$ cat src/rtl/leaf_arb_pkg.sv
// Shared definitions for the leaf output arbiter: FSM encoding, default burst
// length and the rotated-priority search used by rr_pick.
package leaf_arb_pkg;

    typedef enum logic {
        IDLE  = 1'b0,
        GRANT = 1'b1
    } arb_state_e;

    localparam int DEFAULT_BURST_LEN = 16;
    localparam int MAX_REQ           = 16;

    // Returns {found, index} of the first set bit of req, scanning from last+1
    // upward and wrapping modulo n. Only the low n bits of req are considered.
    function automatic logic [4:0] rr_search(input logic [MAX_REQ-1:0] req,
                                             input logic [3:0]         last,
                                             input int                 n);
        logic       found;
        logic [3:0] pick;
        int         k;
        found = 1'b0;
        pick  = '0;
        for (int i = 1; i <= MAX_REQ; i++) begin
            k = (int'(last) + i) % n;
            if (i <= n && !found && req[k[3:0]]) begin
                found = 1'b1;
                pick  = k[3:0];
            end
        end
        return {found, pick};
    endfunction

endpackage

$ cat src/rtl/leaf_out_arbiter_rr_pick.sv
// Combinational round-robin picker: first requester after last_idx, wrapping.
module rr_pick
    import leaf_arb_pkg::*;
#(
    parameter int NUM_REQ  = 4,
    parameter int REQ_BITS = 2
) (
    input  logic [NUM_REQ-1:0]  req,
    input  logic [REQ_BITS-1:0] last_idx,
    output logic                any,
    output logic [REQ_BITS-1:0] idx
);

    logic [4:0] res;

    assign res = rr_search(MAX_REQ'(req), 4'(last_idx), NUM_REQ);
    assign any = res[4];
    assign idx = res[REQ_BITS-1:0];

endmodule

$ cat src/rtl/leaf_out_arbiter.sv
// Round-robin arbiter sharing one leaf_interface output port between NUM_REQ
// vld/ack streams; a grant is held for up to BURST_LEN beats.
module leaf_out_arbiter
    import leaf_arb_pkg::*;
#(
    parameter int NUM_REQ      = 4,
    parameter int REQ_BITS     = 2,
    parameter int PAYLOAD_BITS = 32,
    parameter int BURST_LEN    = DEFAULT_BURST_LEN
) (
    input  logic                            clk,
    input  logic                            reset,
    input  logic [NUM_REQ-1:0]              req_mask,
    input  logic [NUM_REQ*PAYLOAD_BITS-1:0] din_user2arb,
    input  logic [NUM_REQ-1:0]              vld_user2arb,
    output logic [NUM_REQ-1:0]              ack_arb2user,
    output logic [PAYLOAD_BITS-1:0]         dout_arb2interface,
    output logic                            vld_arb2interface,
    input  logic                            ack_interface2arb,
    output logic [REQ_BITS-1:0]             grant_idx,
    output logic                            grant_active,
    output logic [31:0]                     beat_total
);

    arb_state_e          state_q, state_d;
    logic [REQ_BITS-1:0] grant_q, grant_d;
    logic [REQ_BITS-1:0] last_q, last_d;
    logic [7:0]          beat_cnt_q, beat_cnt_d;
    logic [31:0]         total_q, total_d;

    logic [NUM_REQ-1:0]  cand;
    logic                pick_any;
    logic [REQ_BITS-1:0] pick_idx;
    logic                xfer;

    assign cand = vld_user2arb & req_mask;

    rr_pick #(.NUM_REQ(NUM_REQ), .REQ_BITS(REQ_BITS)) u_pick (
        .req      (cand),
        .last_idx (last_q),
        .any      (pick_any),
        .idx      (pick_idx)
    );

    assign xfer = (state_q == GRANT) && vld_user2arb[grant_q] && ack_interface2arb;

    always_comb begin
        state_d            = state_q;
        grant_d            = grant_q;
        last_d             = last_q;
        beat_cnt_d         = beat_cnt_q;
        total_d            = total_q;
        ack_arb2user       = '0;
        dout_arb2interface = '0;
        vld_arb2interface  = 1'b0;
        grant_active       = 1'b0;
        unique case (state_q)
            IDLE: begin
                if (pick_any) begin
                    state_d    = GRANT;
                    grant_d    = pick_idx;
                    beat_cnt_d = '0;
                end
            end
            GRANT: begin
                grant_active          = 1'b1;
                dout_arb2interface    = din_user2arb[grant_q*PAYLOAD_BITS +: PAYLOAD_BITS];
                vld_arb2interface     = vld_user2arb[grant_q];
                ack_arb2user[grant_q] = ack_interface2arb;
                if (xfer) begin
                    beat_cnt_d = beat_cnt_q + 8'd1;
                    total_d    = total_q + 32'd1;
                    if (beat_cnt_q == 8'(BURST_LEN - 1)) begin
                        state_d = IDLE;
                        last_d  = grant_q;
                    end
                end else if (!vld_user2arb[grant_q]) begin
                    // Stream paused or finished: free the port rather than idle on it.
                    state_d = IDLE;
                    last_d  = grant_q;
                end
            end
            default: state_d = IDLE;
        endcase
    end

    always_ff @(posedge clk) begin
        if (reset) begin
            state_q    <= IDLE;
            grant_q    <= '0;
            last_q     <= REQ_BITS'(NUM_REQ - 1);
            beat_cnt_q <= '0;
            total_q    <= '0;
        end else begin
            state_q    <= state_d;
            grant_q    <= grant_d;
            last_q     <= last_d;
            beat_cnt_q <= beat_cnt_d;
            total_q    <= total_d;
        end
    end

    assign grant_idx  = grant_q;
    assign beat_total = total_q;

endmodule
$ cat config.mk
export PLATFORM = sky130hd
export DESIGN_NAME = leaf_out_arbiter
export DESIGN_NICKNAME = d
export VERILOG_FILES = /design/src/rtl/leaf_arb_pkg.sv /design/src/rtl/leaf_out_arbiter_rr_pick.sv /design/src/rtl/leaf_out_arbiter.sv
export SDC_FILE = /design/constraint.sdc
export NUM_CORES = 1
export LEC_CHECK = 0
export CAP_MARGIN = 20
export CELL_PAD_IN_SITES_DETAIL_PLACEMENT = 1
export CELL_PAD_IN_SITES_GLOBAL_PLACEMENT = 2
export CORE_MARGIN = 2
export CORE_UTILIZATION = 19
export DETAILED_ROUTE_END_ITERATION = 7
export PLACE_DENSITY_LB_ADDON = 0.08
export SLEW_MARGIN = 10
export SYNTH_ARGS = -nofsm -noshare
export SYNTH_HDL_FRONTEND = slang
export SYNTH_SLANG_ARGS = --single-unit
$ cat constraint.sdc
create_clock -name clk -period 2.3 [get_ports clk]
set_input_delay 0.23 -clock clk [delete_from_list [all_inputs] [get_ports clk]]
set_output_delay 0.23 -clock clk [all_outputs]
set_load 0.01 [all_outputs]
==> results.cfg, run 1 <==
[run_status]
status = completed

[drt]
vias_per_cell = 4.56
antenna_left = 0
first_pass_iters = 4
routed_wl_mm = 15.7
drtIter0Drc = 88
via_count = 3592
avgRoutedWirePerCell_um = 19.9
drc_errors = 0

[sta]
fin_ws_ns = 0.0733
hold_viol = 0
final-max-slew-violation-count = 0
slew_headroom_pct = 72.2
fmax_mhz = 449
fin_crit_ns = 2.23
setup_viol = 0
fin_skew_ns = 0.00253
worstMarginPinSlew_ns = 0.416
period_share_pct = 96.8

[worst_setup_path]
cp_max_fo = 16
r2r-end = beat_total[31]
startpoint_type = register
setup.worst_path.start = grant_idx[0]
cp-end-kind = output pin
r2r_slack_ns = 0.31
path_class = register to output pin
crit_arrival_ns = 2.00
rr_worst_depth = 6
crit_required_ns = 2.07
reg2reg_from = grant_idx[0]

[synth]
ys_seq_elements = 45
synth_top_area_cell = dfxtp_1
yosysUniqueCellTypes = 43
synth_warnings = 0
syn-num-nets = 486
synthFlopType = dfxtp_1
synth_area_per_cell_um2 = 9.30
yosys-top-cells-area = dfxtp_1 (28%), mux4_2 (23%), and2_1 (6.8%)
synth_seq_area_share_pct = 28.1
synth_edf_count = 0
ys_async_sr_fraction_pct = 0
ys_top_cells_by_count = dfxtp_1 (45), nor2_1 (44), and2_1 (35)
synth_area_mm2 = 0.00321
yosysMostFrequentCell = dfxtp_1
yosysTopAreaCellShare_pct = 28.1
syn_inst = 345

[placed_design]
pre_cts_slack_ns = 0.0684
gp_congestion = 0.829
portBuffers = 210
post_dp_cell_area_mm2 = 0.00566
hpwl_mm = 12.7
dp_cells = 773

[clock_network]
cts_sinks = 45
htree_levels = 2
tritoncts = built
cts_buffers = 5
cts_hold_buffers = 0
clk_pin_slew_ns = 0.06
max-clock-path-buffers = 2
clock_latency_ns = 0.28
root_buffer = clkbuf_16

[floorplanning]
start_util_pct = 19.4
fp.dieArea_mm2 = 0.0179
num_io_pins = 211
core_mm2 = 0.0165
die_w_um = 134
fp-row-count = 47
dieHeight_um = 134

[finish]
multi_input_area_mm2 = 0.00219
fillerInstances = 1874
regArea_um2 = 906
synthToLayoutAreaGrowth_pct = 82.6
fin_nets = 704
design_area_mm2 = 0.00586
drive_gt1_share_pct = 13.3
instances_no_fill = 787

[global_routing]
track_usage_pct = 17.4
antenna_found_initial = 4
grt_overflow = 0
grt_max_degree = 35
grt_pass1_vias = 3803
grt_pass1_wl_mm = 24.2

[worst_hold_path]
hold_path.class = register to register
holdCritStartpoint = beat_total[29]
min_path_cells = 2
holdPathEnd = beat_total[29]

[power]
pwr_density_cell_mw_per_mm2 = 418
p_leak_uw = 0.00210
irDropWorstVdd_uv = 294

[run]
drv_cap = 0
## flip-flops by register name, indices dropped and copies added, names as in the netlist
| name | count |
|---|---|
| beat_cnt_q | 8 |
| beat_total | 32 |
| grant_idx | 2 |
| last_q | 2 |
| state_q | 1 |
## worst max path at each step
| stage | to | depth (start not counted) | slack (ns) |
|---|---|---|---|
| after floorplan | dout_arb2interface[10] | 5 | 0.26 |
| after global placement | beat_total[31] | 6 | 0.1 |
| after detailed placement | beat_total[31] | 6 | 0.07 |
| after CTS | dout_arb2interface[26] | 4 | -0.01 |
| after global routing | dout_arb2interface[21] | 5 | -0.01 |
| final | dout_arb2interface[21] | 5 | 0.07 |
## cell type report
cell class | instances | area share, %
repair buffers | 234 | 39.4
multi-input cells | 274 | 37.4
flip-flops and latches | 45 | 15.5
well taps | 220 | 4.70
clock buffers | 7 | 2.61
inverters | 3 | 0.192
diodes | 3 | 0.128
clock inverters | 1 | 0.0854
## kinds of logic (layout without fill, tap and decap cells)
kind of cell             after synthesis  count (layout)  share of synthesized area (%)
AND/OR/NAND/NOR                      171             171                           28.5
flip-flops                            45              45                           28.1
AO/OA/AOI/OAI                         35              35                           6.75
multiplexers                          35              35                           23.8
XOR/XNOR                              31              31                           8.46
buffers and inverters                 26             245                           3.66
adder cells (fa/ha/maj)                2               2                          0.780
other                                  0               3                              0
## metal layers
layer	vias to the layer above	part of all wire, %	track usage [%]	wire [um]
met5	-	0.083	0	13
met4	2	0.86	3.66	135
met3	13	4.9	3.85	769
met2	102	52	31.5	8140
met1	1774	42	21.0	6610
li1	1701	-	-	-
## per-stage QoR
stage               hold WS (ns)  setup TNS [ns]  power, uW  utilization, %
finish                     0.519               0       2450            35.5
global route               0.563         -0.0210       2570            35.5
CTS                        0.526         -0.0220       2470            35.2
detailed placement         0.515               0       1720            34.3
global placement           0.496               0       1710            34.3
floorplan                  0.398               0       1220               -
## worst max-delay path: stages, from the launching register on
cell and delay, ns:
dfxtp_4 0.40, buf_4 0.14, buf_12 0.17, mux4_2 0.52
and2_1 0.17, dlygate4sd2_1 0.31
## what timing repair did
action / CTS / global route
buffers inserted: 0 / 3
resized for setup: 22 / 5
setup endpoints to repair: 33 / 14
## where the power goes
| part | internal, uW | total (uW) | switching, uW |
|---|---|---|---|
| combinational | 554 | 871 | 317 |
| sequential | 793 | 816 | 22.3 |
| clock | 461 | 763 | 303 |
| total | 1810 | 2450 | 642 |
## layout by cell type (no fill, tap or decap), drive strengths merged, types with 4 or more instances in the layout
master | Yosys | routed
buf | 9 | 24
clkbuf | 14 | 7
clkdlybuf4s50 | 0 | 189
nand2 | 24 | 24
mux4 | 33 | 33
dlygate4sd2 | 0 | 17
and2 | 35 | 35
xnor2 | 14 | 14
dfxtp | 45 | 45
a21oi | 12 | 12
nor4 | 5 | 5
nand4 | 18 | 18
xor2 | 17 | 17
nor2 | 44 | 44
nand3 | 13 | 13
and3 | 5 | 5
o21ai | 11 | 11
nor3 | 8 | 8
or3 | 6 | 6
dlymetal6s2s | 0 | 4
(Power assumes the default switching activity.)
==> run 2: changes to the inputs <==
--- a/config.mk
+++ b/config.mk
@@ -5,12 +5,14 @@
 export SDC_FILE = /design/constraint.sdc
 export NUM_CORES = 1
 export LEC_CHECK = 0
+export ABC_AREA = 1
 export CAP_MARGIN = 20
 export CELL_PAD_IN_SITES_DETAIL_PLACEMENT = 1
 export CELL_PAD_IN_SITES_GLOBAL_PLACEMENT = 2
 export CORE_MARGIN = 2
-export CORE_UTILIZATION = 19
+export CORE_UTILIZATION = 31
 export DETAILED_ROUTE_END_ITERATION = 7
+export DONT_BUFFER_PORTS = 1
 export PLACE_DENSITY_LB_ADDON = 0.08
 export SLEW_MARGIN = 10
 export SYNTH_ARGS = -nofsm -noshare
==> results.cfg, run 2 <==
[power]
irDropWorstVdd_uv = 395
p_comb_share_pct = 54.3
p_switching_uw = 1800
swShare_pct = 49.3
pwr_density_cell_mw_per_mm2 = 902
internal_power_uw = 1860
p_leak_uw = 0.00140
clkPwrFrac_pct = 19.7
seqPwrFrac_pct = 25.9

[synth]
yosysUniqueCellTypes = 39
syn_inst = 584
ys_top_cells_by_count = nand2_1 (163), a21oi_1 (66), a22oi_1 (64)
syn-num-nets = 725
synth_area_per_cell_um2 = 6.27
synth_seq_area_share_pct = 24.6
synth_warnings = 0
yosysTopAreaCellShare_pct = 24.6
synth_edf_count = 0
yosys-top-cells-area = dfxtp_1 (25%), nand2_1 (17%), a22oi_1 (13%)
yosysMostFrequentCell = nand2_1
synth_top_area_cell = dfxtp_1
synthFlopType = dfxtp_1
ys_seq_elements = 45
ys_async_sr_fraction_pct = 0
synth_area_mm2 = 0.00366

[finish]
final_cell_mix = nand2_1 (163), a21oi_1 (66), a22oi_1 (64), nor2_1 (54), dfxtp_1 (43)
fin_nets = 728
fillerInstances = 1509
drive_gt1_share_pct = 10.7
final_util_pct = 35.4
final_common_cell = nand2_1
design_area_mm2 = 0.00406
synthToLayoutAreaGrowth_pct = 10.8
largest_reg_flops = 32

[sta]
setup_tns_ns = 0
period_share_pct = 92.5
slew_headroom_pct = 64.7
setup_viol = 0
grt_setup_unrepaired = false
worstMarginPinSlew_ns = 0.528
hold_viol = 0
fmax_mhz = 470
final-max-slew-violation-count = 0
fin_crit_ns = 2.13
fin_skew_ns = 0.00660

[placed_design]
gp_congestion = 0.817
portBuffers = 0
post_dp_cell_area_mm2 = 0.00388
hpwl_mm = 12.0

[worst_setup_path]
setup.worst_path.start = grant_idx[0]
r2r-end = beat_cnt_q[7]
reg2reg_from = last_q[0]
r2r_slack_ns = 0.40
crit_required_ns = 2.07
cp-end-kind = output pin
crit_arrival_ns = 1.90
critPathCapture = dout_arb2interface[25]
rr_worst_depth = 11
cp_max_fo = 32
startpoint_type = register
path_class = register to output pin

[global_routing]
grt_overflow = 0
grt_pass1_wl_mm = 22.9
grt_pass1_vias = 4245
track_usage_pct = 22.8
grt_max_degree = 41
antenna_found_initial = 2

[floorplanning]
num_io_pins = 211
start_util_pct = 31.9
die_w_um = 113
core_mm2 = 0.0115
dieHeight_um = 113
fp-row-count = 39
fp.dieArea_mm2 = 0.0127

[drt]
antenna_left = 0
drtIter0Drc = 157
first_pass_iters = 4
via_count = 4099
drc_errors = 0
routed_wl_mm = 15.1
avgRoutedWirePerCell_um = 20.6
vias_per_cell = 5.59

[clock_network]
htree_levels = 2
max-clock-path-buffers = 2
clk_pin_slew_ns = 0.07
postCtsSetupBuffers = 0
root_buffer = clkbuf_16
cts_sinks = 45
tritoncts = built
cts_buffers = 5
clock_latency_ns = 0.29

[run_status]
status = completed

[worst_hold_path]
hold_path.class = input port to register

[run]
drv_cap = 0
## run 2: changes by cell type after synthesis, sizes merged, moves of 18 or more
cell and delta:
nor2 +18, nand2 +147, mux4 -33, and2 -35
inv +39, nand3 +19, a21oi +55, a22oi +62
## run 2: power groups by stage
stage          logic, uW  clock network [uW]  registers [uW]
4_1_cts             2000                 747             951
3_3_place_gp        1930                   0             962
2_1_floorplan       1490                   0             907
5_1_grt             2170                 776             961
3_5_place_dp        1990                   0             964
6_report            1990                 722             948
## run 2: cells by family (layout without fill, tap and decap cells)
logic type	count (synthesis)	in the layout	synth area share (%)
AND/OR/NAND/NOR	291	291	35.2
AO/OA/AOI/OAI	151	151	25.6
buffers and inverters	73	77	8.68
flip-flops	45	45	24.6
XOR/XNOR	22	22	5.26
adder cells (fa/ha/maj)	2	2	0.683
other	0	2	0
## run 2: cell type report
type                            instances  area [um2]  share of cell area, %
Antenna cell                            2        5.00                  0.123
Clock buffer                            5         125                   3.09
Clock inverter                          3        17.5                  0.432
Inverter                               43         170                   4.20
Multi-Input combinational cell        466        2440                   60.2
Sequential cell                        45         903                   22.3
Tap cell                              143         179                   4.41
Timing Repair Buffer                   26         213                   5.25
## run 2: per-stage QoR
step | hold slack [ns] | setup WS, ns | cells | total power, uW
CTS | 0.0000444 | 0.0283 | 731 | 3700
finish | 0.00617 | 0.172 | 733 | 3660
detailed placement | 0.305 | 0.337 | 721 | 2950
floorplan | 0.453 | 0.676 | 584 | 2400
global route | 0.00305 | 0.111 | 733 | 3910
global placement | 0.303 | 0.397 | 721 | 2890
## run 2: worst min path at each step
stage	startpoint	endpoint	slack, ns	cells after the start
CTS	reset	beat_total[26]	0.00004	1
global route	reset	beat_total[26]	0.003	1
floorplan	beat_cnt_q[2]	beat_cnt_q[2]	0.45	2
global placement	reset	beat_cnt_q[7]	0.30	1
detailed placement	reset	beat_cnt_q[7]	0.30	1
finish	reset	beat_total[18]	0.006	1
## run 2: layer usage
metal  wire length (um)  vias to the layer above  global-route usage, %
li1                   -                     1990                      -
met1               5900                     1932                   25.1
met2               7800                      153                   42.8
met3                938                       24                   4.37
met4                490                        0                   8.94
met5                  0                        -                      0
## run 2: critical path: stages (launching register included)
cell	delay (ns)
dfxtp_2	0.45
inv_2	0.11
nor2_4	0.09
buf_4	0.32
a22oi_1	0.16
a21oi_1	0.29
buf_4	0.18
## run 2: timing repair
item / in CTS / in global routing
setup endpoints to repair: 1 / 7
resized for setup: 1 / 1
hold endpoints to repair: 8 / 0
hold buffers: 2 / 0
